$ cat config.mk
export PLATFORM = sky130hd
export DESIGN_NAME = dma_arbiter_flat
export DESIGN_NICKNAME = d
export VERILOG_FILES = /design/src/rtl/dma_arbiter_if.sv /design/src/rtl/dma_arbiter.sv /design/src/flat_wrapper.sv
export SDC_FILE = /design/constraint.sdc
export NUM_CORES = 1
export LEC_CHECK = 0
export ABC_CLOCK_PERIOD_IN_PS = 2100
export CORE_ASPECT_RATIO = 1.75
export CORE_MARGIN = 3
export CORE_UTILIZATION = 46
export CTS_CLUSTER_DIAMETER = 40
export DETAILED_ROUTE_END_ITERATION = 6
export PLACE_DENSITY = 0.86
export SLEW_MARGIN = 20
export SYNTH_ARGS = -nofsm -noshare
export SYNTH_HDL_FRONTEND = slang
export SYNTH_SLANG_ARGS = --single-unit
$ cat constraint.sdc
create_clock -name CLK -period 2.1 [get_ports CLK]
set_input_delay 0.42 -clock CLK [delete_from_list [all_inputs] [get_ports CLK]]
set_output_delay 0.42 -clock CLK [all_outputs]
set_load 0.03 [all_outputs]
$ cat src/rtl/dma_arbiter_if.sv
`default_nettype none
// ============================================================================
// Module      : dma_arbiter_if
// Description : MPU-side and memory-side bus bundle for the DMA arbiter.
//               The master modport is taken by the arbiter itself: it receives
//               the MPU strobes and memory read data, and it drives the shared
//               memory bus, the MPU read data, MPU ready and the busy flag.
//               The slave modport is the view of the surrounding system
//               (MPU core plus memory).
//
//   MPU side
//     CPU_R_W     MPU read(1) / write(0) strobe
//     CPU_ABL     MPU address low byte
//     CPU_ABH     MPU address high byte
//     CPU_DB_OUT  MPU write data
//     CPU_DB_IN   MPU read data (always equal to MEM_DB_IN)
//     CPU_RDY     MPU ready, 0 stalls the MPU
//   Memory side
//     MEM_DB_IN   memory read data
//     MEM_R_W     memory read(1) / write(0) strobe
//     MEM_ABL     memory address low byte
//     MEM_ABH     memory address high byte
//     MEM_DB_OUT  memory write data
//   Status
//     BUSY        a DMA is pending or running
// Revision    : 1.0 - initial release
// ============================================================================
interface dma_arbiter_if;
    logic       CPU_R_W;
    logic [7:0] CPU_ABL;
    logic [7:0] CPU_ABH;
    logic [7:0] CPU_DB_OUT;
    logic [7:0] CPU_DB_IN;
    logic       CPU_RDY;
    logic [7:0] MEM_DB_IN;
    logic       MEM_R_W;
    logic [7:0] MEM_ABL;
    logic [7:0] MEM_ABH;
    logic [7:0] MEM_DB_OUT;
    logic       BUSY;

    modport master (
        input  CPU_R_W, CPU_ABL, CPU_ABH, CPU_DB_OUT, MEM_DB_IN,
        output CPU_DB_IN, CPU_RDY, MEM_R_W, MEM_ABL, MEM_ABH, MEM_DB_OUT, BUSY
    );

    modport slave (
        output CPU_R_W, CPU_ABL, CPU_ABH, CPU_DB_OUT, MEM_DB_IN,
        input  CPU_DB_IN, CPU_RDY, MEM_R_W, MEM_ABL, MEM_ABH, MEM_DB_OUT, BUSY
    );
endinterface
`default_nettype wire

$ cat src/rtl/dma_arbiter.sv
`default_nettype none
// ============================================================================
// Module      : dma_arbiter
// Description : Sprite-style page DMA between the MPU and a shared memory bus.
//               An MPU write to TRIG_ADDR latches the written byte as a source
//               page and requests the bus. The MPU is stalled (CPU_RDY=0) and
//               keeps the bus while it is still writing; at its first read
//               cycle the arbiter takes over and copies the 256 bytes of the
//               page, one read/write pair per byte, to the fixed DEST_ADDR.
//
//   Parameters
//     TRIG_ADDR  MPU write address that starts a DMA
//     DEST_ADDR  destination address of every DMA write
//   Ports
//     CLK        clock, all state changes on the rising edge
//     RES_N      synchronous active-low reset
//     bus        dma_arbiter_if.master (MPU strobes in, memory bus out,
//                CPU_DB_IN / CPU_RDY / BUSY out)
// Revision    : 1.0 - initial release
// ============================================================================
module dma_arbiter #(
    parameter logic [15:0] TRIG_ADDR = 16'h4014,
    parameter logic [15:0] DEST_ADDR = 16'h2004
) (
    input  wire logic     CLK,
    input  wire logic     RES_N,
    dma_arbiter_if.master bus
);

    // ------------------------------------------------------------------------
    // State encoding
    // ------------------------------------------------------------------------
    localparam logic [1:0] c_ST_IDLE  = 2'd0;
    localparam logic [1:0] c_ST_HALT  = 2'd1;
    localparam logic [1:0] c_ST_READ  = 2'd2;
    localparam logic [1:0] c_ST_WRITE = 2'd3;

    localparam logic [7:0] c_DEST_ABH = DEST_ADDR[15:8];
    localparam logic [7:0] c_DEST_ABL = DEST_ADDR[7:0];
    localparam logic [7:0] c_CNT_LAST = 8'hFF;

    logic [1:0] r_state;
    logic [1:0] w_state_nxt;
    logic [7:0] r_pg;
    logic [7:0] r_cnt;
    logic [7:0] r_buf;

    logic       w_trigger;
    logic       w_mem_r_w;
    logic [7:0] w_mem_abl;
    logic [7:0] w_mem_abh;
    logic [7:0] w_mem_db_out;

    // A trigger is only recognised while idle; writes to TRIG_ADDR during a
    // pending or running transfer are plain memory writes.
    assign w_trigger = (r_state == c_ST_IDLE) && !bus.CPU_R_W
                       && ({bus.CPU_ABH, bus.CPU_ABL} == TRIG_ADDR);

    // ------------------------------------------------------------------------
    // State and datapath registers
    // ------------------------------------------------------------------------
    always_ff @(posedge CLK) begin
        if (!RES_N) begin
            r_state <= c_ST_IDLE;
            r_pg    <= 8'h00;
            r_cnt   <= 8'h00;
            r_buf   <= 8'h00;
        end else begin
            r_state <= w_state_nxt;
            if (w_trigger) begin
                r_pg  <= bus.CPU_DB_OUT;
                r_cnt <= 8'h00;
            end
            if (r_state == c_ST_READ) begin
                r_buf <= bus.MEM_DB_IN;
            end
            // Counter is 8 bits wide and never touches r_pg, so the source
            // address wraps inside the page rather than spilling into the next.
            if (r_state == c_ST_WRITE) begin
                r_cnt <= r_cnt + 8'd1;
            end
        end
    end

    // ------------------------------------------------------------------------
    // Next state and bus multiplexer
    // ------------------------------------------------------------------------
    always_comb begin
        w_state_nxt  = r_state;
        w_mem_r_w    = bus.CPU_R_W;
        w_mem_abl    = bus.CPU_ABL;
        w_mem_abh    = bus.CPU_ABH;
        w_mem_db_out = bus.CPU_DB_OUT;

        case (r_state)
            c_ST_IDLE: begin
                if (w_trigger) begin
                    w_state_nxt = c_ST_HALT;
                end
            end
            c_ST_HALT: begin
                // The MPU only honours RDY on read cycles, so its pending
                // writes must complete before the bus can be taken.
                if (bus.CPU_R_W) begin
                    w_state_nxt = c_ST_READ;
                end
            end
            c_ST_READ: begin
                w_mem_r_w    = 1'b1;
                w_mem_abh    = r_pg;
                w_mem_abl    = r_cnt;
                w_mem_db_out = r_buf;
                w_state_nxt  = c_ST_WRITE;
            end
            c_ST_WRITE: begin
                w_mem_r_w    = 1'b0;
                w_mem_abh    = c_DEST_ABH;
                w_mem_abl    = c_DEST_ABL;
                w_mem_db_out = r_buf;
                w_state_nxt  = (r_cnt == c_CNT_LAST) ? c_ST_IDLE : c_ST_READ;
            end
            default: begin
                w_state_nxt = c_ST_IDLE;
            end
        endcase
    end

    // ------------------------------------------------------------------------
    // Outputs
    // ------------------------------------------------------------------------
    assign bus.MEM_R_W    = w_mem_r_w;
    assign bus.MEM_ABL    = w_mem_abl;
    assign bus.MEM_ABH    = w_mem_abh;
    assign bus.MEM_DB_OUT = w_mem_db_out;
    assign bus.CPU_DB_IN  = bus.MEM_DB_IN;
    assign bus.CPU_RDY    = (r_state == c_ST_IDLE);
    assign bus.BUSY       = (r_state != c_ST_IDLE);

endmodule
`default_nettype wire

$ cat src/flat_wrapper.sv
// flat-port wrapper written by rule: the top's interface ports become plain ports
module dma_arbiter_flat 
#(
    parameter logic [15:0] TRIG_ADDR = 16'h4014,
    parameter logic [15:0] DEST_ADDR = 16'h2004
)
  (CLK, RES_N, bus_CPU_R_W, bus_CPU_ABL, bus_CPU_ABH, bus_CPU_DB_OUT, bus_MEM_DB_IN, bus_CPU_DB_IN, bus_CPU_RDY, bus_MEM_R_W, bus_MEM_ABL, bus_MEM_ABH, bus_MEM_DB_OUT, bus_BUSY);
  dma_arbiter_if bus_i ();
  input  wire logic CLK;
  input  wire logic RES_N;
  input wire logic [$bits(bus_i.CPU_R_W)-1:0] bus_CPU_R_W;
  input wire logic [$bits(bus_i.CPU_ABL)-1:0] bus_CPU_ABL;
  input wire logic [$bits(bus_i.CPU_ABH)-1:0] bus_CPU_ABH;
  input wire logic [$bits(bus_i.CPU_DB_OUT)-1:0] bus_CPU_DB_OUT;
  input wire logic [$bits(bus_i.MEM_DB_IN)-1:0] bus_MEM_DB_IN;
  output wire logic [$bits(bus_i.CPU_DB_IN)-1:0] bus_CPU_DB_IN;
  output wire logic [$bits(bus_i.CPU_RDY)-1:0] bus_CPU_RDY;
  output wire logic [$bits(bus_i.MEM_R_W)-1:0] bus_MEM_R_W;
  output wire logic [$bits(bus_i.MEM_ABL)-1:0] bus_MEM_ABL;
  output wire logic [$bits(bus_i.MEM_ABH)-1:0] bus_MEM_ABH;
  output wire logic [$bits(bus_i.MEM_DB_OUT)-1:0] bus_MEM_DB_OUT;
  output wire logic [$bits(bus_i.BUSY)-1:0] bus_BUSY;
  assign bus_i.CPU_R_W = bus_CPU_R_W;
  assign bus_i.CPU_ABL = bus_CPU_ABL;
  assign bus_i.CPU_ABH = bus_CPU_ABH;
  assign bus_i.CPU_DB_OUT = bus_CPU_DB_OUT;
  assign bus_i.MEM_DB_IN = bus_MEM_DB_IN;
  assign bus_CPU_DB_IN = bus_i.CPU_DB_IN;
  assign bus_CPU_RDY = bus_i.CPU_RDY;
  assign bus_MEM_R_W = bus_i.MEM_R_W;
  assign bus_MEM_ABL = bus_i.MEM_ABL;
  assign bus_MEM_ABH = bus_i.MEM_ABH;
  assign bus_MEM_DB_OUT = bus_i.MEM_DB_OUT;
  assign bus_BUSY = bus_i.BUSY;
  dma_arbiter #(.TRIG_ADDR(TRIG_ADDR), .DEST_ADDR(DEST_ADDR)) u_core (.CLK(CLK), .RES_N(RES_N), .bus(bus_i));
endmodule
==> summary.txt, run 1 <==
Global routing
  – Largest net degree at the start of global routing: 44
  – Global-route wire length before repair: 7040 um
  – Vias in the first global route: 1561
  – Total GRT Usage: 20.6%
  – Grt ovf: 0
  – Initial antenna violation count: 0

Timing
  – Final Cycle Share: 95.1%
  – Worst setup margin: 103 ps
  – Final-report setup violation count: 0
  – Final Max Tran Viols: 0
  – Min Tclk post-route: 2000 ps
  – Worst Skew: 2.52 ps
  – Final setup TNS: 0 ps
  – F_max: 0.501 GHz
  – Hold Fails Final Rpt: 0
  – RSZ-0062 raised after global routing: no
  – Rel. slew slack: 72.6%
  – Worst Max-Slew Pin Slew: 408 ps

Die
  – Core box area: 3400 um^2
  – Horiz. Die Dim: 51.0 um
  – Std-Cell Rows: 28
  – # IOs: 70
  – Initial Utilization: 47.9%
  – Die height: 84.7 um
  – Die Area: 4310 um^2

Logic synthesis
  – Flops & latches, synth: 26
  – Register area share after synthesis: 32.0%
  – Cell count after synthesis: 212
  – Asr flop ratio synth: 0%
  – Synth Warn #: 0
  – Post-Syn Area per Cell: 7.67 um^2
  – Syn nets: 248
  – Cell variety after synth: 34
  – Netlist Area Pre-Place: 1630 um^2
  – Post-synth EDFFs: 0
  – Main synth FF type: dfxtp_1

Clock network
  – Post_cts resized: 0
  – Clock buffer count from CTS: 3
  – Sink Count: 26
  – Clock Latency Late Sink: 270 ps
  – Clock slew at reported path FFs: 90 ps
  – Clock root buffer: clkbuf_8
  – CTS tree: yes
  – CTS Hold Bufs: 0
  – Htree depth: 1
  – Post-CTS Setup Inserts: 0
  – Clock Path Buffers: 2

Placement
  – Worst slack at placement: 93.6 ps
  – DP Wirelength: 3200 um
  – Port Buffers: 69
  – Final GP Congestion: 0.854

Worst setup path
  – Worst path bufs/invs: 2
  – Instance count on the critical path: 2
  – CP Data Required Time: 1680 ps
  – Critical Path Fanout Max: 2
  – Critical path type: in2out
  – Cell repeated most along the worst path: clkdlybuf4s50_1
  – Setup crit end kind: output pin
  – WP data arrival: 1580 ps
  – CP max stage delay: 670 ps
  – R2R depth: 5
  – CP top delay family: buffers and inverters
  – Critical-path cell list: clkdlybuf4s50_1 -> clkdlybuf4s50_1
  – CP max stage cell: clkdlybuf4s50_1
  – Type of origin of the critical path: input port

Layout
  – Final net count: 308
  – Layout cell share with drive strength beyond 1: 18.8%
  – Diodes inserted: 0
  – Area growth from synthesis to layout: 42.8%
  – Post-layout util: 68.4%

Job
  – Max cap viols: 0

Drt
  – DRC viols: 0
  – WL/cell: 13.4 um
  – Drt pass-1 iters: 4
  – DRT antenna net count: 0
  – Vias per inst: 5.24
  – Total Routed Length: 4220 um
  – Iter 0 DRT Violations: 28
  – Via count: 1656

Worst hold path
  – Hold WC Path Type: reg2reg
  – Hold depth: 2

Pwr
  – PwrDens: 456 nW/um^2
  – Leak pwr: 0.884 nW
  – VDD IR-drop max: 0.435 mV

Outcome
  – Status: complete, no violations
[kinds of logic after synthesis]
kind of cell	after synthesis	synth area share (%)
simple gates	93	31.5
mux	16	10.5
flops	26	32.0
buf+inv	39	11.8
fa+ha+maj	1	0.769
compound gates	37	13.5
[cells in the mapped netlist, types with 2 or more instances]
cell / count / area (um^2)
nand2_1: 35 / 131
nand3_1: 12 / 60.1
nand2b_1: 4 / 25.0
clkbuf_1: 9 / 33.8
mux2_2: 8 / 90.1
nor2_1: 6 / 22.5
o21ai_0: 19 / 95.1
dfxtp_1: 26 / 521
inv_1: 16 / 60.1
a21oi_1: 4 / 20.0
o22ai_1: 3 / 18.8
nor3b_1: 5 / 37.5
buf_2: 4 / 20.0
a21boi_0: 8 / 60.1
nand4_1: 4 / 25.0
nor3_1: 2 / 10.0
and3_1: 2 / 12.5
mux2i_1: 8 / 80.1
buf_4: 8 / 60.1
nand3b_1: 15 / 113
[layer usage]
layer / routed length, um / share of wire (%) / GRT usage, %
met4: 114 / 2.7 / 9.80
met1: 1640 / 39 / 22.8
met3: 176 / 4.2 / 1.95
met5: 0 / 0 / 0
met2: 2290 / 54 / 37.5
[layout make-up]
cell class	instances	area [um^2]
flip-flops and latches	26	520
well taps	45	56.3
inverters	16	60.1
fillers	297	1070
clock buffers	4	55.1
repair buffers	78	718
multi-input cells	147	913
[layout by cell type, fill, tap and decap left out, drive strengths merged, types with 8 or more instances in the layout]
| cell | instances |
|---|---|
| dfxtp | 26 |
| clkdlybuf4s50 | 43 |
| buf | 35 |
| o21ai | 19 |
| inv | 16 |
| nand3b | 15 |
| mux2 | 8 |
| nand3 | 12 |
| a21boi | 8 |
| mux2i | 8 |
| nand2 | 35 |
[final timing paths]
check                                               startpoint                           end  slack [ps]
worst max-delay path                          bus_MEM_DB_IN[6]              bus_CPU_DB_IN[6]         100
worst min-delay path               u_core.r_pg[6]$_SDFFE_PN0P_   u_core.r_pg[6]$_SDFFE_PN0P_         470
worst max register to register  u_core.r_state[1]$_SDFFE_PN0P_  u_core.r_cnt[6]$_SDFFE_PN0P_         650
worst min register to register     u_core.r_pg[6]$_SDFFE_PN0P_   u_core.r_pg[6]$_SDFFE_PN0P_         470
[flip-flops by register name, indices dropped and copies added (netlist names)]
register and count:
u_core.r_buf 8, u_core.r_cnt 8, u_core.r_pg 8, u_core.r_state 2
[metrics by stage]
stage	cell area [um^2]	power, mW	std cells	hold WS [ps]
after detailed placement	2270	0.751	312	456
after global routing	2320	1.11	316	490
final	2320	1.06	316	467
after floorplan	1630	0.625	212	435
after global placement	2270	0.749	312	443
after CTS	2320	1.06	316	468
[power breakdown]
group          switching [mW]  internal (mW)  total, mW  leakage (nW)
combinational           0.124          0.122      0.246         0.646
sequential         0.00000132          0.492      0.492         0.209
clock                   0.154          0.168      0.321        0.0288
Power figures use the tool's default switching activity.
==> run 2, diff against run 1 <==
--- a/config.mk
+++ b/config.mk
@@ -6,12 +6,14 @@
 export NUM_CORES = 1
 export LEC_CHECK = 0
 export ABC_CLOCK_PERIOD_IN_PS = 2100
+export CELL_PAD_IN_SITES_DETAIL_PLACEMENT = 1
+export CELL_PAD_IN_SITES_GLOBAL_PLACEMENT = 1
 export CORE_ASPECT_RATIO = 1.75
 export CORE_MARGIN = 3
-export CORE_UTILIZATION = 46
-export CTS_CLUSTER_DIAMETER = 40
+export CORE_UTILIZATION = 32
+export CTS_CLUSTER_DIAMETER = 200
 export DETAILED_ROUTE_END_ITERATION = 6
-export PLACE_DENSITY = 0.86
+export PLACE_DENSITY_LB_ADDON = 0.1
 export SLEW_MARGIN = 20
 export SYNTH_ARGS = -nofsm -noshare
 export SYNTH_HDL_FRONTEND = slang
==> summary.txt, run 2 (synthesized netlist as in run 1, its figures left out) <==
Outcome
  – Status: complete, no violations

Die
  – Horiz. Die Dim: 59.9 um (+18%)
  – Core box area: 4790 um^2 (+41%)
  – Die height: 100 um (+18%)
  – # IOs: 70 (unchanged)
  – Initial Utilization: 34.0% (-14 points)
  – Std-Cell Rows: 33 (+18%)
  – Die Area: 6010 um^2 (+39%)

Pwr
  – PwrDens: 441 nW/um^2 (-3.4%)
  – Total power: 1.03 mW (-3.1%)
  – Leak pwr: 0.891 nW (+0.88%)
  – VDD IR-drop max: 0.320 mV (-27%)

Placement
  – Worst slack at placement: -205 ps (-298 ps)
  – Final GP Congestion: 0.811 (-5.0%)
  – DP Cell Count: 322 (+3.2%)
  – Port Buffers: 69 (unchanged)
  – DP Wirelength: 3710 um (+16%)

Worst setup path
  – CP max stage delay: 670 ps (about the same)
  – FF-to-FF End: u_core.r_cnt[3]$_SDFFE_PN0P_
  – WP data arrival: 1580 ps (about the same)
  – Cell repeated most along the worst path: clkdlybuf4s50_1
  – Critical Path Fanout Max: 2 (unchanged)
  – Critical-path cell list: clkdlybuf4s50_1 -> clkdlybuf4s50_1
  – Setup crit end kind: output pin
  – CP max stage cell: clkdlybuf4s50_1
  – FF-to-FF Start: u_core.r_state[1]$_SDFFE_PN0P_
  – Type of origin of the critical path: input port
  – Critical path type: in2out
  – R2R depth: 5 (unchanged)
  – Worst path bufs/invs: 2 (unchanged)
  – CP Data Required Time: 1680 ps (about the same)
  – Reg-to-reg slack, setup: 680 ps (+30 ps)
  – CP top delay family: buffers and inverters

Layout
  – Largest regs: u_core.r_buf x8, u_core.r_cnt x8, u_core.r_pg x8
  – Non-Filler Instances: 325 (+2.8%)
  – Fillers: 592 (+99%)
  – Area growth from synthesis to layout: 43.4%
  – Layout cell share with drive strength beyond 1: 19.4% (+0.59 points)
  – Final net count: 311 (+0.97%)
  – Diodes inserted: 0 (unchanged)
  – Most frequent cells in the layout: clkdlybuf4s50_1, buf_4, nand2_1
  – Commonest non-fill, non-tap cell in the layout: clkdlybuf4s50_1
  – Post-layout util: 48.7% (-20 points)
  – FF/Latch Area: 520 um^2 (unchanged)
  – Multi-input gate area: 913 um^2 (unchanged)

Drt
  – Via count: 1685 (+1.8%)
  – Vias per inst: 5.18 (-1.1%)
  – Total Routed Length: 4870 um (+15%)
  – Drt pass-1 iters: 4 (unchanged)
  – DRC viols: 0 (unchanged)
  – WL/cell: 15.0 um (+12%)
  – DRT antenna net count: 0 (unchanged)
  – Iter 0 DRT Violations: 61 (+120%)

Global routing
  – Vias in the first global route: 1781 (+14%)
  – Initial antenna violation count: 0 (unchanged)
  – Grt ovf: 0 (unchanged)
  – Global-route wire length before repair: 8110 um (+15%)
  – Total GRT Usage: 17.1% (-3.4 points)
  – Largest net degree at the start of global routing: 49 (+11%)

Timing
  – RSZ-0062 raised after global routing: no
  – Worst Max-Slew Pin Slew: 489 ps (+81.4 ps)
  – Min Tclk post-route: 2000 ps (-1.18 ps)
  – Hold Fails Final Rpt: 0 (unchanged)
  – F_max: 0.501 GHz (about the same)
  – Worst setup margin: 104 ps (+1.18 ps)
  – Final Cycle Share: 95.0% (about the same)
  – Final-report setup violation count: 0 (unchanged)
  – Worst Skew: 2.42 ps (-0.103 ps)
  – Final Max Tran Viols: 0 (unchanged)
  – Rel. slew slack: 67.1% (-5.5 points)
  – WHS: 464 ps (-2.46 ps)

Clock network
  – Clock Path Buffers: 2 (unchanged)
  – Clock slew at reported path FFs: 90 ps (about the same)
  – Clock root buffer: clkbuf_8
  – Post-CTS Setup Inserts: 0 (unchanged)
  – CTS Hold Bufs: 0 (unchanged)
  – CTS tree: yes
  – Sink Count: 26 (unchanged)
  – Post_cts resized: 0 (unchanged)
  – Htree depth: 1 (unchanged)
  – Clock Latency Late Sink: 270 ps (about the same)
  – Clock buffer count from CTS: 3 (unchanged)

Worst hold path
  – Hold WC Path Type: reg2reg
  – Hold depth: 2 (unchanged)
  – Hold path endpoint: u_core.r_buf[6]$_SDFFE_PN0P_
  – Hold Startpoint: u_core.r_buf[6]$_SDFFE_PN0P_

Job
  – Max cap viols: 0 (unchanged)
run 2: cell types whose count changed in the layout (fill, tap and decap cells not counted):
cell / previous run / this run
buf_4: 33 / 36
clkbuf_8: 4 / 3
buf_6: 0 / 1
buf_12: 2 / 1
run 2: area by class of cell:
cell class                      count  share of cell area (%)
Tap cell                           52                    2.79
Sequential cell                    26                    22.3
Clock buffer                        3                    1.77
Timing Repair Buffer               81                    31.4
Inverter                           16                    2.58
Multi-Input combinational cell    147                    39.2
run 2: worst max path at each step:
stage / slack [ps] / start / to / cells after the start
after floorplan: 310 / u_core.r_state[0]$_SDFFE_PN0P_ / bus_MEM_ABH[5] / 4
after global placement: -190 / bus_CPU_ABL[1] / u_core.r_pg[7]$_SDFFE_PN0P_ / 7
after detailed placement: -200 / bus_CPU_ABL[1] / u_core.r_pg[0]$_SDFFE_PN0P_ / 7
after CTS: 60 / u_core.r_state[1]$_SDFFE_PN0P_ / bus_MEM_DB_OUT[6] / 3
after global routing: 30 / bus_CPU_ABL[1] / u_core.r_pg[3]$_SDFFE_PN0P_ / 7
final: 100 / bus_MEM_DB_IN[7] / bus_CPU_DB_IN[7] / 2
run 2: metal layers:
layer,global-route usage (%),wire (um),vias to the layer above
li1,-,-,846
met5,0,0,-
met3,2.70,173,8
met1,18.2,1820,792
met2,32.0,2760,39
met4,6.66,110,0
run 2: through the flow:
step,cell area (um^2),setup TNS [ps]
after floorplan,1630,0
after global placement,2290,-2540
after CTS,2330,0
after global routing,2330,0
after detailed placement,2290,-2420
final,2330,0
run 2: where the power goes:
part	switching, mW	internal (mW)
clock network	0.156	0.129
registers	0.00000120	0.492
logic	0.126	0.124
total	0.283	0.745
